[config.mk]
export PLATFORM = sky130hd
export DESIGN_NAME = sprite_load_ctrl
export DESIGN_NICKNAME = d
export VERILOG_FILES = /design/src/rtl/sprite_load_ctrl.sv
export SDC_FILE = /design/constraint.sdc
export NUM_CORES = 1
export LEC_CHECK = 0
export BUFFER_PORTS_ARGS = -buffer_cell sky130_fd_sc_hd__buf_2
export CORE_ASPECT_RATIO = 1.2
export CORE_MARGIN = 8
export CORE_UTILIZATION = 49
export CTS_CLUSTER_DIAMETER = 200
export DETAILED_ROUTE_END_ITERATION = 16
export PLACE_DENSITY = 0.8
export SLEW_MARGIN = 20
export SYNTH_ARGS = -nofsm -noshare
export SYNTH_HDL_FRONTEND = slang
export SYNTH_SLANG_ARGS = --single-unit
[constraint.sdc]
create_clock -name clk -period 3.2 [get_ports clk]
set_input_delay 0.64 -clock clk [delete_from_list [all_inputs] [get_ports clk]]
set_output_delay 0.64 -clock clk [all_outputs]
set_load 0.02 [all_outputs]
[src/rtl/sprite_load_ctrl.sv]
// sprite_load_ctrl
//
// Fills the three sprite_render texture RAMs (bird, pipe, base) from the SDRAM read path.
// Each segment is requested from the SDRAM reader in turn (seg_req/seg_ack). The returned
// 16-bit word stream (in_valid/in_ready) is then written into the matching RAM, one cycle
// after each accepted word.
//
// Optional feature: define SPRITE_LOAD_TIMEOUT_EN to build a stall counter. It aborts the
// load into DONE with load_err=1 after TIMEOUT_CYC cycles without a seg_ack or a beat.
// Without the macro load_err is tied to 0 and the controller waits indefinitely.
//
// Ports:
//   clk, rst               load clock (50 MHz), synchronous active-high reset
//   start                  single-cycle request to load all three segments
//   busy, done, load_err   status: running / finished (level) / timeout abort
//   seg_req, seg_ack       segment request handshake to the SDRAM reader
//   seg_addr, seg_len      source word address and word count of the requested segment
//   in_data, in_valid      returned word stream
//   in_ready               controller accepts a word (decoded from state only)
//   load_data              registered copy of the accepted word
//   *_load_en/*_load_addr  per-RAM write strobe and address

module sprite_load_ctrl #(
   parameter int unsigned BIRD_WORDS  = 5250,
   parameter int unsigned PIPE_WORDS  = 40000,
   parameter int unsigned BASE_WORDS  = 4800,
   parameter logic [23:0] BIRD_SRC    = 24'h000000,
   parameter logic [23:0] PIPE_SRC    = 24'h002000,
   parameter logic [23:0] BASE_SRC    = 24'h00C000,
   parameter int unsigned TIMEOUT_CYC = 65535
) (
   input  logic        clk,
   input  logic        rst,
   input  logic        start,
   output logic        busy,
   output logic        done,
   output logic        load_err,
   output logic        seg_req,
   input  logic        seg_ack,
   output logic [23:0] seg_addr,
   output logic [15:0] seg_len,
   input  logic [15:0] in_data,
   input  logic        in_valid,
   output logic        in_ready,
   output logic [15:0] load_data,
   output logic        bird_load_en,
   output logic [12:0] bird_load_addr,
   output logic        pipe_load_en,
   output logic [15:0] pipe_load_addr,
   output logic        base_load_en,
   output logic [13:0] base_load_addr
);

   typedef enum logic [1:0] {StIdle, StReq, StXfer, StDone} state_e;

   localparam logic [15:0] BirdLen = 16'(BIRD_WORDS);
   localparam logic [15:0] PipeLen = 16'(PIPE_WORDS);
   localparam logic [15:0] BaseLen = 16'(BASE_WORDS);

   localparam logic [1:0] SegBird = 2'd0;
   localparam logic [1:0] SegPipe = 2'd1;
   localparam logic [1:0] SegBase = 2'd2;

   function automatic logic [15:0] len_of(input logic [1:0] idx);
      case (idx)
         SegBird: len_of = BirdLen;
         SegPipe: len_of = PipeLen;
         default: len_of = BaseLen;
      endcase
   endfunction

   function automatic logic [23:0] src_of(input logic [1:0] idx);
      case (idx)
         SegBird: src_of = BIRD_SRC;
         SegPipe: src_of = PIPE_SRC;
         default: src_of = BASE_SRC;
      endcase
   endfunction

   state_e      state_q, state_d;
   logic [1:0]  seg_idx_q, seg_idx_d;
   logic [15:0] cnt_q, cnt_d;
   logic [23:0] seg_addr_q, seg_addr_d;
   logic [15:0] seg_len_q, seg_len_d;

   // Write pipeline: one registered stage between an accepted beat and its RAM strobe.
   logic        wr_en_q;
   logic [1:0]  wr_seg_q;
   logic [15:0] wr_addr_q;
   logic [15:0] load_data_q;

   logic        beat;

`ifdef SPRITE_LOAD_TIMEOUT_EN
   localparam logic [15:0] TimeoutCyc = 16'(TIMEOUT_CYC);
   logic [15:0] stall_q, stall_d;
   logic        load_err_q, load_err_d;
`else
   logic        unused_timeout_cfg;
   assign unused_timeout_cfg = ^TIMEOUT_CYC;
`endif

   // in_ready depends on registered state only, so a beat is just valid while in XFER.
   assign beat = (state_q == StXfer) && in_valid;

   always_comb begin
      state_d    = state_q;
      seg_idx_d  = seg_idx_q;
      cnt_d      = cnt_q;
      seg_addr_d = seg_addr_q;
      seg_len_d  = seg_len_q;
`ifdef SPRITE_LOAD_TIMEOUT_EN
      stall_d    = stall_q;
      load_err_d = load_err_q;
`endif

      case (state_q)
         StIdle, StDone: begin
            if (start) begin
               state_d    = StReq;
               seg_idx_d  = SegBird;
               seg_addr_d = BIRD_SRC;
               seg_len_d  = BirdLen;
`ifdef SPRITE_LOAD_TIMEOUT_EN
               stall_d    = '0;
               load_err_d = 1'b0;
`endif
            end
         end
         StReq: begin
            if (seg_ack) begin
               state_d = StXfer;
               cnt_d   = '0;
            end
         end
         StXfer: begin
            if (beat) begin
               cnt_d = cnt_q + 16'd1;
               if (cnt_q == seg_len_q - 16'd1) begin
                  if (seg_idx_q == SegBase) begin
                     state_d = StDone;
                  end else begin
                     state_d    = StReq;
                     seg_idx_d  = seg_idx_q + 2'd1;
                     seg_addr_d = src_of(seg_idx_q + 2'd1);
                     seg_len_d  = len_of(seg_idx_q + 2'd1);
                  end
               end
            end
         end
         default: state_d = StIdle;
      endcase

`ifdef SPRITE_LOAD_TIMEOUT_EN
      // Stall counter: any handshake progress restarts it; reaching the limit aborts.
      if (state_q == StReq || state_q == StXfer) begin
         if ((state_q == StReq && seg_ack) || beat) begin
            stall_d = '0;
         end else if (stall_q == TimeoutCyc) begin
            state_d    = StDone;
            load_err_d = 1'b1;
         end else begin
            stall_d = stall_q + 16'd1;
         end
      end
`endif
   end

   always_ff @(posedge clk) begin
      if (rst) begin
         state_q     <= StIdle;
         seg_idx_q   <= '0;
         cnt_q       <= '0;
         seg_addr_q  <= '0;
         seg_len_q   <= '0;
         wr_en_q     <= 1'b0;
         wr_seg_q    <= '0;
         wr_addr_q   <= '0;
         load_data_q <= '0;
`ifdef SPRITE_LOAD_TIMEOUT_EN
         stall_q     <= '0;
         load_err_q  <= 1'b0;
`endif
      end else begin
         state_q    <= state_d;
         seg_idx_q  <= seg_idx_d;
         cnt_q      <= cnt_d;
         seg_addr_q <= seg_addr_d;
         seg_len_q  <= seg_len_d;
         wr_en_q    <= beat;
         if (beat) begin
            wr_seg_q    <= seg_idx_q;
            wr_addr_q   <= cnt_q;
            load_data_q <= in_data;
         end
`ifdef SPRITE_LOAD_TIMEOUT_EN
         stall_q    <= stall_d;
         load_err_q <= load_err_d;
`endif
      end
   end

   assign busy     = (state_q == StReq) || (state_q == StXfer);
   assign done     = (state_q == StDone);
   assign seg_req  = (state_q == StReq);
   assign in_ready = (state_q == StXfer);
   assign seg_addr = seg_addr_q;
   assign seg_len  = seg_len_q;

`ifdef SPRITE_LOAD_TIMEOUT_EN
   assign load_err = load_err_q;
`else
   assign load_err = 1'b0;
`endif

   assign load_data      = load_data_q;
   assign bird_load_en   = wr_en_q && (wr_seg_q == SegBird);
   assign pipe_load_en   = wr_en_q && (wr_seg_q == SegPipe);
   assign base_load_en   = wr_en_q && (wr_seg_q == SegBase);
   assign bird_load_addr = wr_addr_q[12:0];
   assign pipe_load_addr = wr_addr_q;
   assign base_load_addr = wr_addr_q[13:0];

endmodule
==> results of run 1 <==
-- cell usage in the layout, fill, tap and decap left out, types with 9 or more instances in the layout --
cell type / n
conb_1: 30
nor2_1: 23
inv_1: 14
xor2_1: 14
clkbuf_8: 11
buf_2: 97
nand2_1: 82
ha_1: 11
a21oi_1: 38
dfxtp_1: 61
o21ai_0: 9
-- through the flow --
step	instance area (µm²)	worst slack (ns)	power (mW)	cells
2_1_floorplan	3400	0.639	1.01	437
3_3_place_gp	3450	0.616	1.04	539
3_5_place_dp	3450	0.434	1.05	539
4_1_cts	3630	0.411	1.66	555
5_1_grt	3630	0.223	1.72	555
6_report	3630	0.371	1.64	555
-- sequential cells by signal (all words and copies together), names as in the netlist --
register and cells:
seg_len 5, seg_addr 1, pipe_load_addr 16, seg_idx_q 2, wr_seg_q 2, load_data 16, cnt_q 16, wr_en_q 1
state_q 2
-- tightest hold or removal path: cells and delay by family, from the launching register on --
| kind | cells | cell delay, ns |
|---|---|---|
| DFF | 1 | 0.31 |
| and+or+nand+nor | 1 | 0.05 |
| AOI/OAI and AO/OA | 1 | 0.05 |
-- power groups by stage --
stage	sequential (mW)	clock (mW)	combinational, mW
floorplan	0.817	0	0.196
global placement	0.812	0	0.224
detailed placement	0.814	0	0.233
CTS	0.797	0.627	0.235
global route	0.799	0.667	0.257
finish	0.797	0.609	0.236
-- kinds of logic (layout without fill, tap and decap cells) --
group	after synthesis	count (layout)
AND/OR/NAND/NOR	147	147
other	1	30
XOR/XNOR	21	21
adder cells (fa/ha/maj)	11	11
AO/OA/AOI/OAI	66	66
flip-flops	61	61
buffers and inverters	98	131
multiplexers	3	3
-- how the worst max path moves through the flow --
stage	start	endpoint	slack, ns	cells past startpoint
3_5_place_dp	seg_len[1]	seg_len[1]	0.43	8
6_report	seg_len[1]	seg_len[10]	0.37	8
2_1_floorplan	seg_len[1]	seg_len[10]	0.64	9
4_1_cts	seg_len[1]	seg_len[10]	0.41	8
3_3_place_gp	seg_len[1]	seg_len[10]	0.62	8
5_1_grt	seg_len[1]	seg_len[10]	0.22	8
-- layer usage --
layer	vias to the layer above	global-route usage (%)	wire length [µm]
met2	107	28.2	3890
met1	1279	15.6	2880
met5	-	0	0
met4	0	9.03	180
li1	1372	-	-
met3	16	6.60	663
-- area by class of cell --
cell class	instances	area (µm²)
Clock inverter	4	22.5
Inverter	14	52.6
Multi-Input combinational cell	278	1560
Clock buffer	12	155
Sequential cell	61	1220
Fill cell	629	2860
Tap cell	85	106
Timing Repair Buffer	101	515
==> results.toml, run 1 <==
[hold_path]
hp-class = "register to register"
min_to = "load_data[8]"
whs_path_depth = 2
min_from = "load_data[8]"

[placement]
port_buffers = 97
globalplace.congestion = 0.855
dp_hpwl_mm = 5.90

[worst_setup_path]
worstPathArrival_ns = 3.05
r2r_slack_ns = 0.37
r2r_cells = 8
startpoint_type = "register"
r2r-start = "seg_len[1]"
r2r_end = "seg_len[10]"
crit_path_top_delay_cell = "or3b_1"
crit_type = "register to register"
worstPathCellList = "inv_1, ha_1, or3b_2, a311oi_1, and3_1, nand4b_1, or3b_1, o221a_2"
cpPeakStageDelay_ns = 0.54
crit_buf_inv = 1
worst_setup_path_end_kind = "register"
worstPathMaxFanout = 7
crit_family = "simple AND/OR/NAND/NOR gates"
worst_ep_required_time_ns = 3.42

[finish]
drive_gt1_share_pct = 26.8
utilization_pct = 56.0
flow.area_growth_from_synthesis_pct = 10.3
insertedDiodeCount = 0
nNetsFinal = 497

[drt]
vias = 2774
dr.pass1.iters = 5
wirelength_mm = 7.61
drcViolationCount = 0
avgViaCountPerCell = 5.00
antenna_left = 0
wl_per_cell_um = 13.7
first_iter_violations = 158

[synthesis]
synthCells = 408
synth_top_family_by_area = "simple AND/OR/NAND/NOR gates"
synth_top_area_cell = "dfxtp_1"
synth_top_area_share_pct = 37.1
ys.flop_type = "dfxtp_1"
synth_mux_area_share_pct = 0.951
synth_cell_types = 50
synth-compound-area-share_pct = 12.4
synth.area.top_cells = "dfxtp_1 (37%), buf_4 (14%), nand2_1 (9.4%)"
synth_fa_ha_area_share_pct = 4.18
synth-simple-area-share_pct = 20.8
synth_area_mm2 = 0.00329
synth_edf_count = 0
yosys.area_share.xor_xnor_pct = 5.59
async_flop_share_pct = 0
synth_most_common_cell = "nand2_1"
yosysSeqAreaShare_pct = 37.1
synth_warnings = 0
syn_area_per_cell_um2 = 8.07
synth_commonest_cells = "nand2_1 (82), buf_4 (62), dfxtp_1 (61)"
ys_ff_latch = 61

[grt]
track_usage_pct = 16.0
gr-total-overflow = 0
grt_pass1_vias = 2885
grt_pass1_wl_mm = 12.9
grt_antenna_before_repair = 0
grt_max_degree = 33

[power_and_ir_drop]
p_comb_share_pct = 14.3
switching_power_mw = 0.467
ir_drop_mv = 0.285
power_frac_seq_pct = 48.5
power_frac_clock_pct = 37.1
leakagePower_nw = 1.67
switching_share_pct = 28.4
internal_power_mw = 1.18
power_density_mw_per_mm2 = 452

[sta]
fin_crit_sh_pct = 88.4
rsz0062_at_grt = "no"
setup-tns-final_ns = 0
slew_viol_final = 0
setup_violations = 0
hold_violations = 0
worst_hold_slack_ns = 0.452
timing.fmax_mhz = 354
clock-skew-final_ns = 0.00840
min_period_ns = 2.83
slew_headroom_pct = 56.5
worstMarginPinSlew_ns = 0.652

[floorplan]
core.rowCount = 32
start_util_pct = 50.7
core_mm2 = 0.00649
io_pins = 128
die_x_um = 90.8
chipHeight_um = 106
die_area_mm2 = 0.00960

[clock_tree]
hold_buffers = 0
path_clk_slew_ns = 0.07
cts_buffer_depth = 2
clock_latency_ns = 0.34
root_buffer = "clkbuf_8"
cts_buffers = 9
post_cts_buffers = 0
htreeDepth = 3
clock-sinks = 61
cts_resized = 0
cts_tree = "built"

[run]
cap_viol_max_count = 0

[outcome]
status = "completed"
No activity file was read; power rests on OpenSTA's default activity.
==> run 2: changes to the inputs <==
--- a/config.mk
+++ b/config.mk
@@ -8,10 +8,10 @@
 export BUFFER_PORTS_ARGS = -buffer_cell sky130_fd_sc_hd__buf_2
 export CORE_ASPECT_RATIO = 1.2
 export CORE_MARGIN = 8
-export CORE_UTILIZATION = 49
+export CORE_UTILIZATION = 50
 export CTS_CLUSTER_DIAMETER = 200
 export DETAILED_ROUTE_END_ITERATION = 16
-export PLACE_DENSITY = 0.8
+export PLACE_DENSITY = 0.82
 export SLEW_MARGIN = 20
 export SYNTH_ARGS = -nofsm -noshare
 export SYNTH_HDL_FRONTEND = slang
==> constraint.sdc (replaced) <==
create_clock -name clk -period 3.38 [get_ports clk]
set_input_delay 0.676 -clock clk [delete_from_list [all_inputs] [get_ports clk]]
set_output_delay 0.676 -clock clk [all_outputs]
set_load 0.02 [all_outputs]
==> results.toml, run 2 (synthesized netlist as in run 1, its figures left out) <==
[finish]
fillCellCount = 634
nNetsFinal = 495
drive_gt1_share_pct = 26.8
multi_input_comb_area_mm2 = 0.00156
design_area_mm2 = 0.00364
flow.area_growth_from_synthesis_pct = 10.6
final_common_cell = "buf_2"
instances_no_fill = 552
final_cell_mix = "buf_2 (97), nand2_1 (81), dfxtp_1 (61)"
area.sequential_mm2 = 0.00122
insertedDiodeCount = 0

[power_and_ir_drop]
switching_power_mw = 0.435
total_power_mw = 1.62
p_comb_share_pct = 13.6
power_frac_seq_pct = 46.6
leakagePower_nw = 1.67
ir_drop_mv = 0.258
internal_power_mw = 1.18
power_frac_clock_pct = 39.8
switching_share_pct = 26.9
power_density_mw_per_mm2 = 444

[floorplan]
die_area_mm2 = 0.00944
io_pins = 128
die_x_um = 90.1
start_util_pct = 51.4
chipHeight_um = 105
core_mm2 = 0.00641
core.rowCount = 32

[run]
cap_viol_max_count = 0

[clock_tree]
post_cts_buffers = 0
clock-sinks = 61
hold_buffers = 0
root_buffer = "clkbuf_8"
cts_resized = 0
clock_latency_ns = 0.33
cts_buffer_depth = 2
cts_tree = "built"
htreeDepth = 3
path_clk_slew_ns = 0.07
cts_buffers = 9

[sta]
fin_crit_sh_pct = 79.9
min_period_ns = 2.70
hold_violations = 0
setup-tns-final_ns = 0
fin_ws_ns = 0.680
slew_headroom_pct = 32.5
clock-skew-final_ns = 0.00468
slew_viol_final = 0
worstMarginPinSlew_ns = 1.01
timing.fmax_mhz = 370
setup_violations = 0
rsz0062_at_grt = "no"

[worst_setup_path]
worstPathArrival_ns = 2.92
crit_type = "register to register"
worst_ep_required_time_ns = 3.60
crit_path_top_delay_cell = "or3b_1"
worstPathCellList = "inv_1, ha_1, or3b_2, a311oi_1, and3_1, nand4b_1, or3b_1, o221a_2"
worstPathMaxFanout = 7
cpPeakStageDelay_ns = 0.51
startpoint_type = "register"
worst_setup_path_end_kind = "register"

[placement]
dp_cells = 537
post_dp_cell_area_mm2 = 0.00344
dp_hpwl_mm = 5.55
port_buffers = 97
globalplace.congestion = 0.888
dp_slack_ns = 0.728

[grt]
grt_antenna_before_repair = 0
grt_max_degree = 45
gr-total-overflow = 0
track_usage_pct = 15.7
grt_pass1_vias = 2666
grt_pass1_wl_mm = 12.4

[drt]
first_iter_violations = 169
wl_per_cell_um = 13.4
dr.pass1.iters = 4
antenna_left = 0
drcViolationCount = 0
wirelength_mm = 7.40
avgViaCountPerCell = 4.99
vias = 2752

[hold_path]
hp-class = "register to register"

[outcome]
status = "completed"
-- run 2: power by group through the flow --
| stage | registers, mW | logic, mW | clock network (mW) |
|---|---|---|---|
| finish | 0.754 | 0.219 | 0.644 |
| global route | 0.757 | 0.243 | 0.697 |
| CTS | 0.754 | 0.218 | 0.660 |
| detailed placement | 0.770 | 0.217 | 0 |
| global placement | 0.768 | 0.211 | 0 |
| floorplan | 0.773 | 0.185 | 0 |
-- run 2: final timing paths --
kind	to	slack, ns	start	cells past startpoint
worst max-delay path	seg_len[10]	0.68	seg_len[1]	8
worst min-delay path	load_data[0]	0.45	load_data[0]	2
worst max register to register	seg_len[10]	0.68	seg_len[1]	8
worst min register to register	load_data[0]	0.45	load_data[0]	2
-- run 2: per-stage QoR --
step / util, % / hold slack, ns
after global placement: 53.7 / 0.439
after CTS: 56.8 / 0.453
after global routing: 56.8 / 0.471
after detailed placement: 53.7 / 0.444
final: 56.8 / 0.450
after floorplan: - / 0.458
-- run 2: final cells by class --
type                    count  share of cell area, %
multi-input cells         278                   42.9
flip-flops and latches     61                   33.6
repair buffers             99                   13.8
clock buffers              11                   4.16
well taps                  85                   2.92
inverters                  14                   1.44
clock inverters             4                   1.31
-- run 2: metal layers --
layer  share of wire (%)  wire length (µm)  GRT usage, %
met5                   0                 0             0
met4                 1.5               113          7.75
met3                 8.1               601          6.66
met2                  50              3700          26.4
met1                  40              2990          16.6
-- run 2: worst max-delay path: cells and delay by family (launching register included) --
kind,cells,cell delay [ns]
compound gates,2,0.55
fa+ha+maj,1,0.18
buf+inv,1,0.11
flops,1,0.39
simple gates,4,1.35
